--- config.mk ---
export PLATFORM = sky130hd
export DESIGN_NAME = chess_turn_scheduler
export DESIGN_NICKNAME = d
export VERILOG_FILES = /design/src/rtl/chess_pkg.sv /design/src/rtl/chess_player_clock.sv /design/src/rtl/chess_turn_scheduler.sv
export SDC_FILE = /design/constraint.sdc
export NUM_CORES = 1
export LEC_CHECK = 0
export BUFFER_PORTS_ARGS = -buffer_cell sky130_fd_sc_hd__buf_2
export CORE_ASPECT_RATIO = 0.5
export CORE_MARGIN = 2
export CORE_UTILIZATION = 37
export DETAILED_ROUTE_END_ITERATION = 10
export HOLD_SLACK_MARGIN = 0.05
export PLACE_DENSITY = 0.54
export SLEW_MARGIN = 20
export SYNTH_ARGS = -nofsm -noshare
export SYNTH_HDL_FRONTEND = slang
export SYNTH_HIERARCHICAL = 1
export SYNTH_SLANG_ARGS = --single-unit
--- constraint.sdc ---
create_clock -name clock -period 3.15 [get_ports clock]
set_input_delay 0.63 -clock clock [delete_from_list [all_inputs] [get_ports clock]]
set_output_delay 0.63 -clock clock [all_outputs]
set_load 0.02 [all_outputs]
--- src/rtl/chess_pkg.sv ---
// Shared types for the timed chess game: FSM states, player encoding, piece codes
// and square-index helpers (idx = y*8 + x).
package chess_pkg;

    typedef enum logic [2:0] {
        ST_IDLE,
        ST_WAIT,
        ST_CHECK,
        ST_COMMIT,
        ST_SWITCH,
        ST_OVER
    } state_t;

    localparam logic WHITE_PLAYER = 1'b1;
    localparam logic BLACK_PLAYER = 1'b0;

    typedef enum logic [2:0] {
        PIECE_NONE = 3'd0,
        PAWN       = 3'd1,
        KNIGHT     = 3'd2,
        BISHOP     = 3'd3,
        ROOK       = 3'd4,
        QUEEN      = 3'd5,
        KING       = 3'd6
    } piece_t;

    function automatic logic [5:0] sq_idx(input logic [2:0] x, input logic [2:0] y);
        return {y, x};
    endfunction

    function automatic logic [2:0] sq_x(input logic [5:0] idx);
        return idx[2:0];
    endfunction

    function automatic logic [2:0] sq_y(input logic [5:0] idx);
        return idx[5:3];
    endfunction

endpackage

--- src/rtl/chess_player_clock.sv ---
// One player's countdown clock: reload, saturating decrement at zero and
// saturating increment at all-ones.
module chess_player_clock #(
    parameter int unsigned TIME_WIDTH = 10,
    parameter int unsigned INIT_TIME  = 300,
    parameter int unsigned INCREMENT  = 2
) (
    input  logic                  clk,
    input  logic                  rst_n,
    input  logic                  load,
    input  logic                  dec_en,
    input  logic                  inc_en,
    output logic [TIME_WIDTH-1:0] secs,
    output logic                  zero
);

    localparam logic [TIME_WIDTH-1:0] INIT_VAL = TIME_WIDTH'(INIT_TIME);
    localparam logic [TIME_WIDTH:0]   INC_VAL  = (TIME_WIDTH + 1)'(INCREMENT);

    logic [TIME_WIDTH:0] sum;

    assign sum  = {1'b0, secs} + INC_VAL;
    assign zero = (secs == '0);

    always_ff @(posedge clk or negedge rst_n) begin
        if (!rst_n) begin
            secs <= INIT_VAL;
        end else if (load) begin
            secs <= INIT_VAL;
        end else if (dec_en) begin
            if (!zero) secs <= secs - 1'b1;
        end else if (inc_en) begin
            secs <= sum[TIME_WIDTH] ? '1 : sum[TIME_WIDTH-1:0];
        end
    end

endmodule

--- src/rtl/chess_turn_scheduler.sv ---
// Turn/time scheduler: FSM, move request registers and two player clocks.
// Optional build macro CHESS_INCREMENT_EN adds INCREMENT seconds to the mover per commit.
module chess_turn_scheduler
    import chess_pkg::*;
#(
    parameter int unsigned TIME_WIDTH = 10,
    parameter int unsigned INIT_TIME  = 300,
    parameter int unsigned INCREMENT  = 2,
    parameter int unsigned IDX_WIDTH  = 6
) (
    input  logic                  clock,
    input  logic                  resetApp,
    input  logic                  TickSec,
    input  logic                  StartGame,
    input  logic                  MoveReq,
    input  logic [IDX_WIDTH-1:0]  MoveSrc,
    input  logic [IDX_WIDTH-1:0]  MoveDst,
    input  logic                  MoveValid,
    output logic                  MoveAck,
    output logic                  MoveReject,
    output logic                  LayoutWrEn,
    output logic [IDX_WIDTH-1:0]  LayoutSrcIdx,
    output logic [IDX_WIDTH-1:0]  LayoutDstIdx,
    output logic                  ActivePlayer,
    output logic [TIME_WIDTH-1:0] WhiteTime,
    output logic [TIME_WIDTH-1:0] BlackTime,
    output logic                  GameOver,
    output logic                  Winner
);

    state_t state, next_state;

    logic                  load, dec_en, capture;
    logic                  white_zero, black_zero;
    logic                  white_inc, black_inc;
    logic [TIME_WIDTH-1:0] active_secs;
    logic                  active_last;

    assign active_secs = ActivePlayer ? WhiteTime : BlackTime;
    assign active_last = (ActivePlayer ? white_zero : black_zero) ||
                         (active_secs == TIME_WIDTH'(1));

    always_comb begin
        next_state = state;
        load       = 1'b0;
        dec_en     = 1'b0;
        capture    = 1'b0;
        MoveAck    = 1'b0;
        MoveReject = 1'b0;
        LayoutWrEn = 1'b0;
        unique case (state)
            ST_IDLE: begin
                if (StartGame) begin
                    load       = 1'b1;
                    next_state = ST_WAIT;
                end
            end
            ST_WAIT: begin
                dec_en = TickSec;
                if (TickSec && active_last) begin
                    next_state = ST_OVER;
                end else if (MoveReq) begin
                    capture    = 1'b1;
                    next_state = ST_CHECK;
                end
            end
            ST_CHECK: begin
                dec_en = TickSec;
                if (TickSec && active_last) begin
                    next_state = ST_OVER;
                end else if (MoveValid) begin
                    next_state = ST_COMMIT;
                end else begin
                    MoveReject = 1'b1;
                    next_state = ST_WAIT;
                end
            end
            ST_COMMIT: begin
                LayoutWrEn = 1'b1;
                MoveAck    = 1'b1;
                next_state = ST_SWITCH;
            end
            ST_SWITCH: next_state = ST_WAIT;
            ST_OVER: begin
                if (StartGame) begin
                    load       = 1'b1;
                    next_state = ST_WAIT;
                end
            end
            default: next_state = ST_IDLE;
        endcase
    end

    assign GameOver = (state == ST_OVER);

`ifdef CHESS_INCREMENT_EN
    assign white_inc = (state == ST_COMMIT) &&  ActivePlayer;
    assign black_inc = (state == ST_COMMIT) && !ActivePlayer;
`else
    assign white_inc = 1'b0;
    assign black_inc = 1'b0;
`endif

    // The player flips on the COMMIT->SWITCH edge so the new mover is visible
    // during SWITCH, three cycles after the request.
    always_ff @(posedge clock or negedge resetApp) begin
        if (!resetApp) begin
            state        <= ST_IDLE;
            ActivePlayer <= WHITE_PLAYER;
            Winner       <= 1'b0;
            LayoutSrcIdx <= '0;
            LayoutDstIdx <= '0;
        end else begin
            state <= next_state;
            if (load) begin
                ActivePlayer <= WHITE_PLAYER;
            end else if (state == ST_COMMIT) begin
                ActivePlayer <= ~ActivePlayer;
            end
            if (state != ST_OVER && next_state == ST_OVER) Winner <= ~ActivePlayer;
            if (capture) begin
                LayoutSrcIdx <= MoveSrc;
                LayoutDstIdx <= MoveDst;
            end
        end
    end

    chess_player_clock #(
        .TIME_WIDTH (TIME_WIDTH),
        .INIT_TIME  (INIT_TIME),
        .INCREMENT  (INCREMENT)
    ) u_white_clock (
        .clk    (clock),
        .rst_n  (resetApp),
        .load   (load),
        .dec_en (dec_en && ActivePlayer),
        .inc_en (white_inc),
        .secs   (WhiteTime),
        .zero   (white_zero)
    );

    chess_player_clock #(
        .TIME_WIDTH (TIME_WIDTH),
        .INIT_TIME  (INIT_TIME),
        .INCREMENT  (INCREMENT)
    ) u_black_clock (
        .clk    (clock),
        .rst_n  (resetApp),
        .load   (load),
        .dec_en (dec_en && !ActivePlayer),
        .inc_en (black_inc),
        .secs   (BlackTime),
        .zero   (black_zero)
    );

endmodule
==> flow_summary.yaml, run 1 <==
clocking:
  clkSinkCount: 37
  ctsHoldBuffers: 0
  htreeDepth: 2
  clockRootBuffer: "clkbuf_16"
  path_clk_slew_ps: 60
  cts_buffer_depth: 2
  cts_buffers: 5
  tritoncts: "done"
  clock_latency_ps: 280
grt:
  use_met1_pct: 24.0
  gr-total-overflow: 0
  grtUsageMet3_pct: 3.41
  gr-max-usage-layer: "met2"
  track_usage_pct: 18.3
  grt_pass1_wl_mm: 12.5
  grt_max_degree: 38
  antenna_found_initial: 0
  grt_pass1_vias: 2489
  met2_usage_pct: 31.6
placement:
  numPortBuffers: 55
  gp_congestion: 0.898
  dpl_cell_area_um2: 3330
  place_ws_ps: 366
  dp_hpwl_mm: 5.48
synthesis:
  yosysUniqueCellTypes: 64
  synth-edff-count: 0
  netlist.area_leader.share_pct: 23.8
  netlist_area_um2: 2950
  ys.flop_type: "dfrtp_1"
  synth.largest_area_cell: "dfrtp_1"
  async_reset_ff_share_pct: 100
  synthCells: 302
  avgSynthCellArea_um2: 9.77
  ys_ff_latch: 37
  synth_seq_area_share_pct: 31.8
  ys_top_cells_by_area: "dfrtp_1, dfstp_2, mux2_4"
  synth_warnings: 6
  synth.most_common_cell: "dfrtp_1"
  synth_common_cells: "dfrtp_1, nor2_1, a21oi_1, inv_1, nand2_1"
worst_setup_path:
  worstPathCellList: "inv_1 > ha_1 > nor3b_4 > and3_2 > nand2b_1 > a32oi_4 > nor2_1 > nor4b_1 > buf_2"
  worst-r2r-cell-count: 9
  crit_path_end_kind: "output pin"
  critPathKind: "flop to output pin"
  start_kind: "flop"
  r2r_end: "LayoutSrcIdx[3]"
  crit_family: "simple AND/OR/NAND/NOR gates"
  slowest_stage: "dfrtp_1"
  reg2reg_slack_ps: 510
  slowest_delay_ps: 390
  cp_max_fo: 5
  crit_required_ps: 2520
  worstPathArrival_ps: 2340
  cp_num_buf_inv: 2
  reg2reg_from: "u_white_clock/secs[1]"
drt:
  drt_first_pass_iters: 4
  drt_iter0_markers: 162
  via_per_inst: 5.55
  wirelength_mm: 7.69
  drc: 0
  vias: 2616
  wl_per_cell_um: 16.3
  ant_nets: 0
power_and_ir_drop:
  p_leak_nw: 1.60
  ir_worst_vdd_mv: 0.409
  power.density_nw_per_um2: 1010
  p_total_mw: 3.58
final_layout:
  drive_gt1_share_pct: 34.4
  nFillCells: 707
  areaGrowthSynthToFinish_pct: 20.2
  layout.nets: 388
  n_antenna_cell: 0
  final_area_um2: 3540
  final_core_util_pct: 47.2
sta:
  setup_tns_ps: 0
  rsz0062_at_grt: "no"
  fin_crit_sh_pct: 94.3
  fin_crit_ps: 2970
  slew_headroom_pct: 40.9
  worst_pin_slew_ps: 886
  drv_slew: 0
  finalSetupViolCount: 0
  fmax_mhz: 336
  hold_viol: 0
  clock_skew_ps: 3.91
  worst_slack_ps: 178
floorplan:
  start_util_pct: 39.2
  ios: 56
  die_area_um2: 8740
  die-height_um: 67.1
  die_w_um: 130
  num_rows: 22
  core_um2: 7510
flow_run:
  drv_cap: 0
status:
  status: "complete, no violations"
worst_hold_path:
  min_path_type: "input port to async pin"
-- worst reg2reg max path, stage by stage, from the launching register on --
cell,delay (ps)
dfrtp_1,370
inv_1,100
ha_1,180
nor3b_4,290
and3_2,250
nand2b_1,150
a32oi_4,80
buf_4,180
o2111ai_4,500
mux2_2,410
-- power breakdown --
part | internal [mW] | switching (mW) | total (mW) | leakage [nW]
logic | 0.845 | 1.07 | 1.91 | 1.06
registers | 0.708 | 0.300 | 1.01 | 0.446
clock network | 0.452 | 0.204 | 0.656 | 0.0938
-- per-stage QoR --
| step | cells | hold WS (ps) |
|---|---|---|
| 4_1_cts | 469 | 495 |
| 3_3_place_gp | 461 | 487 |
| 5_1_grt | 471 | 526 |
| 3_5_place_dp | 461 | 491 |
| 2_1_floorplan | 309 | 334 |
| 6_report | 471 | 468 |
-- cell families (layout without fill, tap and decap cells) --
| group | Yosys count | count (layout) | share of synthesized area, % |
|---|---|---|---|
| adder cells (fa/ha/maj) | 8 | 8 | 3.39 |
| AND/OR/NAND/NOR | 99 | 99 | 22.7 |
| XOR/XNOR | 10 | 10 | 2.97 |
| flip-flops | 37 | 37 | 31.8 |
| multiplexers | 16 | 16 | 7.55 |
| other | 1 | 8 | 0.127 |
| buffers and inverters | 38 | 92 | 6.75 |
| AO/OA/AOI/OAI | 93 | 93 | 24.7 |
-- how the worst max path moves through the flow --
stage,startpoint,end,slack [ps],depth (start not counted)
floorplan,u_white_clock/secs[1],MoveReject,0.8,8
global placement,u_white_clock/secs[0],MoveReject,430,9
detailed placement,u_white_clock/secs[0],MoveReject,370,9
CTS,u_white_clock/secs[0],MoveReject,30,9
global route,u_white_clock/secs[0],MoveReject,10,9
finish,u_white_clock/secs[0],MoveReject,180,9
-- sequential cells by signal, summed over array words and instances (netlist names) --
name / count
ActivePlayer: 1
LayoutDstIdx: 6
LayoutSrcIdx: 6
u_black_clock/secs: 10
state: 3
u_white_clock/secs: 10
Winner: 1
-- area by class of cell --
cell class / instances / area, µm² / share of cell area [%]
Multi-Input combinational cell: 234 / 1850 / 52.2
Sequential cell: 37 / 938 / 26.5
Timing Repair Buffer: 67 / 365 / 10.3
Tap cell: 108 / 135 / 3.81
Clock buffer: 5 / 125 / 3.53
Clock inverter: 3 / 65.1 / 1.84
Inverter: 17 / 63.8 / 1.80
-- layer usage --
metal,vias to the layer above,part of all wire [%]
met3,7,4.6
met1,1286,44
met5,-,0
met4,0,0.72
li1,1251,-
met2,72,50
-- cell usage in the layout, fill, tap and decap left out, drive strengths merged, types with 5 or more instances in the layout --
cell type	count
buf	67
dfrtp	28
nor2	25
a21oi	20
inv	17
nand2	15
mux2	14
nor3	11
dfstp	9
o21ai	9
xnor2	8
conb	8
ha	8
nor4b	8
and3	7
and4	6
a31oi	5
clkbuf	5
-- repair_timing --
item / in CTS / in global routing
setup buffers: 0 / 2
setup endpoints to repair: 0 / 1
gates resized for setup: 0 / 2
Note: power is estimated with default switching activity, not from simulation.
==> inputs of run 2 (changes only) <==
Settings changed: ABC_AREA from default to 1.
==> flow_summary.yaml, run 2 <==
worst_setup_path:
  critPathKind: "flop to output pin"
  cp_max_fo: 16
  crit_required_ps: 2520
  slowest_stage: "dfrtp_1"
  reg2reg_slack_ps: 1020
  reg2reg_from: "state[1]"
  start_kind: "flop"
  worst-r2r-cell-count: 12
  worstPathArrival_ps: 2170
  r2r_end: "u_white_clock/secs[9]"
  slowest_delay_ps: 370
  worstPathCellList: "inv_1 > ha_1 > nand3_1 > nor3_1 > or2_0 > o21bai_4 > nand3_4 > nand3_1 > inv_1 > buf_2"
  crit_path_end_kind: "output pin"
synthesis:
  ys_top_cells_by_area: "dfrtp_1, nand2_1, nor2_1"
  synth-edff-count: 0
  avgSynthCellArea_um2: 6.38
  synth_warnings: 6
  ys_ff_latch: 37
  synth_seq_area_share_pct: 30.4
  async_reset_ff_share_pct: 100
  netlist.area_leader.share_pct: 22.7
  synth.largest_area_cell: "dfrtp_1"
  synthCells: 483
  yosysUniqueCellTypes: 30
  netlist_area_um2: 3080
  synth_common_cells: "nand2_1, nor2_1, inv_1, nand3_1, dfrtp_1"
  synth.most_common_cell: "nand2_1"
  ys.flop_type: "dfrtp_1"
worst_hold_path:
  min_to: "LayoutDstIdx[1]"
  worst_hold_startpoint: "LayoutDstIdx[1]"
  min_path_type: "flop to flop"
  whs_path_depth: 2
final_layout:
  seqCellArea_um2: 937
  final_cell_mix: "nand2_1, nor2_1, buf_2"
  layout.nets: 563
  multiInputGateArea_um2: 1810
  final_core_util_pct: 44.9
  nFillCells: 859
  drive_gt1_share_pct: 21.7
  layout_commonest_cell: "nand2_1"
  areaGrowthSynthToFinish_pct: 17.0
  reg_top3: "u_black_clock/secs (10), u_white_clock/secs (10)"
  n_antenna_cell: 0
grt:
  met2_usage_pct: 32.8
  grt_pass1_vias: 2687
  track_usage_pct: 19.2
  gr-max-usage-layer: "met2"
  grt_pass1_wl_mm: 13.4
  antenna_found_initial: 0
  grtUsageMet3_pct: 3.51
  gr-total-overflow: 0
  grt_max_degree: 38
  use_met1_pct: 25.4
flow_run:
  drv_cap: 0
sta:
  drv_slew: 0
  slew_headroom_pct: 40.7
  clock_skew_ps: 4.42
  fmax_mhz: 357
  fin_crit_sh_pct: 89.0
  fin_crit_ps: 2800
  setup_tns_ps: 0
  finalSetupViolCount: 0
  rsz0062_at_grt: "no"
  worst_pin_slew_ps: 890
  hold_viol: 0
drt:
  wirelength_mm: 8.30
  drt_iter0_markers: 156
  via_per_inst: 4.60
  ant_nets: 0
  drc: 0
  vias: 2991
  drt_first_pass_iters: 4
  wl_per_cell_um: 12.8
power_and_ir_drop:
  p_comb_share_pct: 55.7
  p_clk_share_pct: 16.9
  ir_worst_vdd_mv: 0.346
  p_int_mw: 1.77
  seq_power_share_pct: 27.3
  p_leak_nw: 1.93
  sw_frac_of_total_pct: 50.5
  power.density_nw_per_um2: 991
  power.net_switching_mw: 1.80
placement:
  numPortBuffers: 55
  dp_hpwl_mm: 6.19
  gp_congestion: 0.916
clocking:
  cts_buffers: 5
  ctsHoldBuffers: 0
  path_clk_slew_ps: 60
  cts_resized: 0
  htreeDepth: 2
  clock_latency_ps: 290
  clockRootBuffer: "clkbuf_16"
  cts_buffer_depth: 2
  clkSinkCount: 37
  tritoncts: "done"
  post-cts-setup-buffers: 0
floorplan:
  die_area_um2: 9120
  die_w_um: 133
  ios: 56
  core_um2: 8030
  die-height_um: 68.5
  start_util_pct: 38.4
  num_rows: 23
status:
  status: "complete, no violations"
run 2: per-stage QoR:
step	area, µm²	total power, mW	setup slack [ps]	hold WS (ps)	cells
6_report	3610	3.57	347	464	650
5_1_grt	3610	3.94	99.6	495	650
4_1_cts	3610	3.60	333	468	650
3_5_place_dp	3430	2.98	635	453	642
3_3_place_gp	3430	2.99	709	450	642
2_1_floorplan	3090	2.47	507	334	484
run 2: area by class of cell:
type	count	area share [%]
Multi-Input combinational cell	371	50.1
Sequential cell	37	26.0
Timing Repair Buffer	60	8.67
Inverter	62	6.45
Tap cell	112	3.89
Clock buffer	6	3.85
Clock inverter	2	1.04
run 2: kinds of logic (layout without fill, tap and decap cells):
| kind of cell | Yosys count | count (layout) | share of synthesized area (%) |
|---|---|---|---|
| other | 1 | 2 | 0.122 |
| adders and majority gates | 8 | 8 | 3.25 |
| AOI/OAI and AO/OA | 36 | 36 | 6.78 |
| xor gates and xnor gates | 5 | 5 | 1.42 |
| and+or+nand+nor | 320 | 320 | 46.9 |
| buffers and inverters | 76 | 130 | 11.1 |
| DFF | 37 | 37 | 30.4 |
run 2: power groups by stage:
stage | Clock (mW) | Combinational, mW | Sequential [mW]
2_1_floorplan | 0 | 1.35 | 1.11
3_3_place_gp | 0 | 2.01 | 0.973
3_5_place_dp | 0 | 2.00 | 0.981
4_1_cts | 0.624 | 2.00 | 0.978
5_1_grt | 0.654 | 2.26 | 1.02
6_report | 0.604 | 1.99 | 0.977
run 2: routing by layer:
| layer | wire length (µm) | share of wire [%] |
|---|---|---|
| met1 | 4120 | 50 |
| met2 | 3870 | 47 |
| met3 | 248 | 3.0 |
| met4 | 61 | 0.74 |
| met5 | 0 | 0 |
run 2: critical path: cells and delay by family, from the launching register on:
| kind | cells | cell delay, ps |
|---|---|---|
| fa+ha+maj | 1 | 270 |
| compound gates | 1 | 140 |
| buf+inv | 3 | 320 |
| simple gates | 5 | 770 |
| flops | 1 | 370 |
run 2: how the worst max path moves through the flow:
stage	to	cells past startpoint	start
finish	MoveReject	10	u_white_clock/secs[1]
detailed placement	MoveReject	10	u_white_clock/secs[1]
CTS	MoveReject	10	u_white_clock/secs[1]
global route	MoveReject	10	u_white_clock/secs[1]
floorplan	MoveReject	10	u_white_clock/secs[1]
global placement	MoveReject	10	u_white_clock/secs[0]
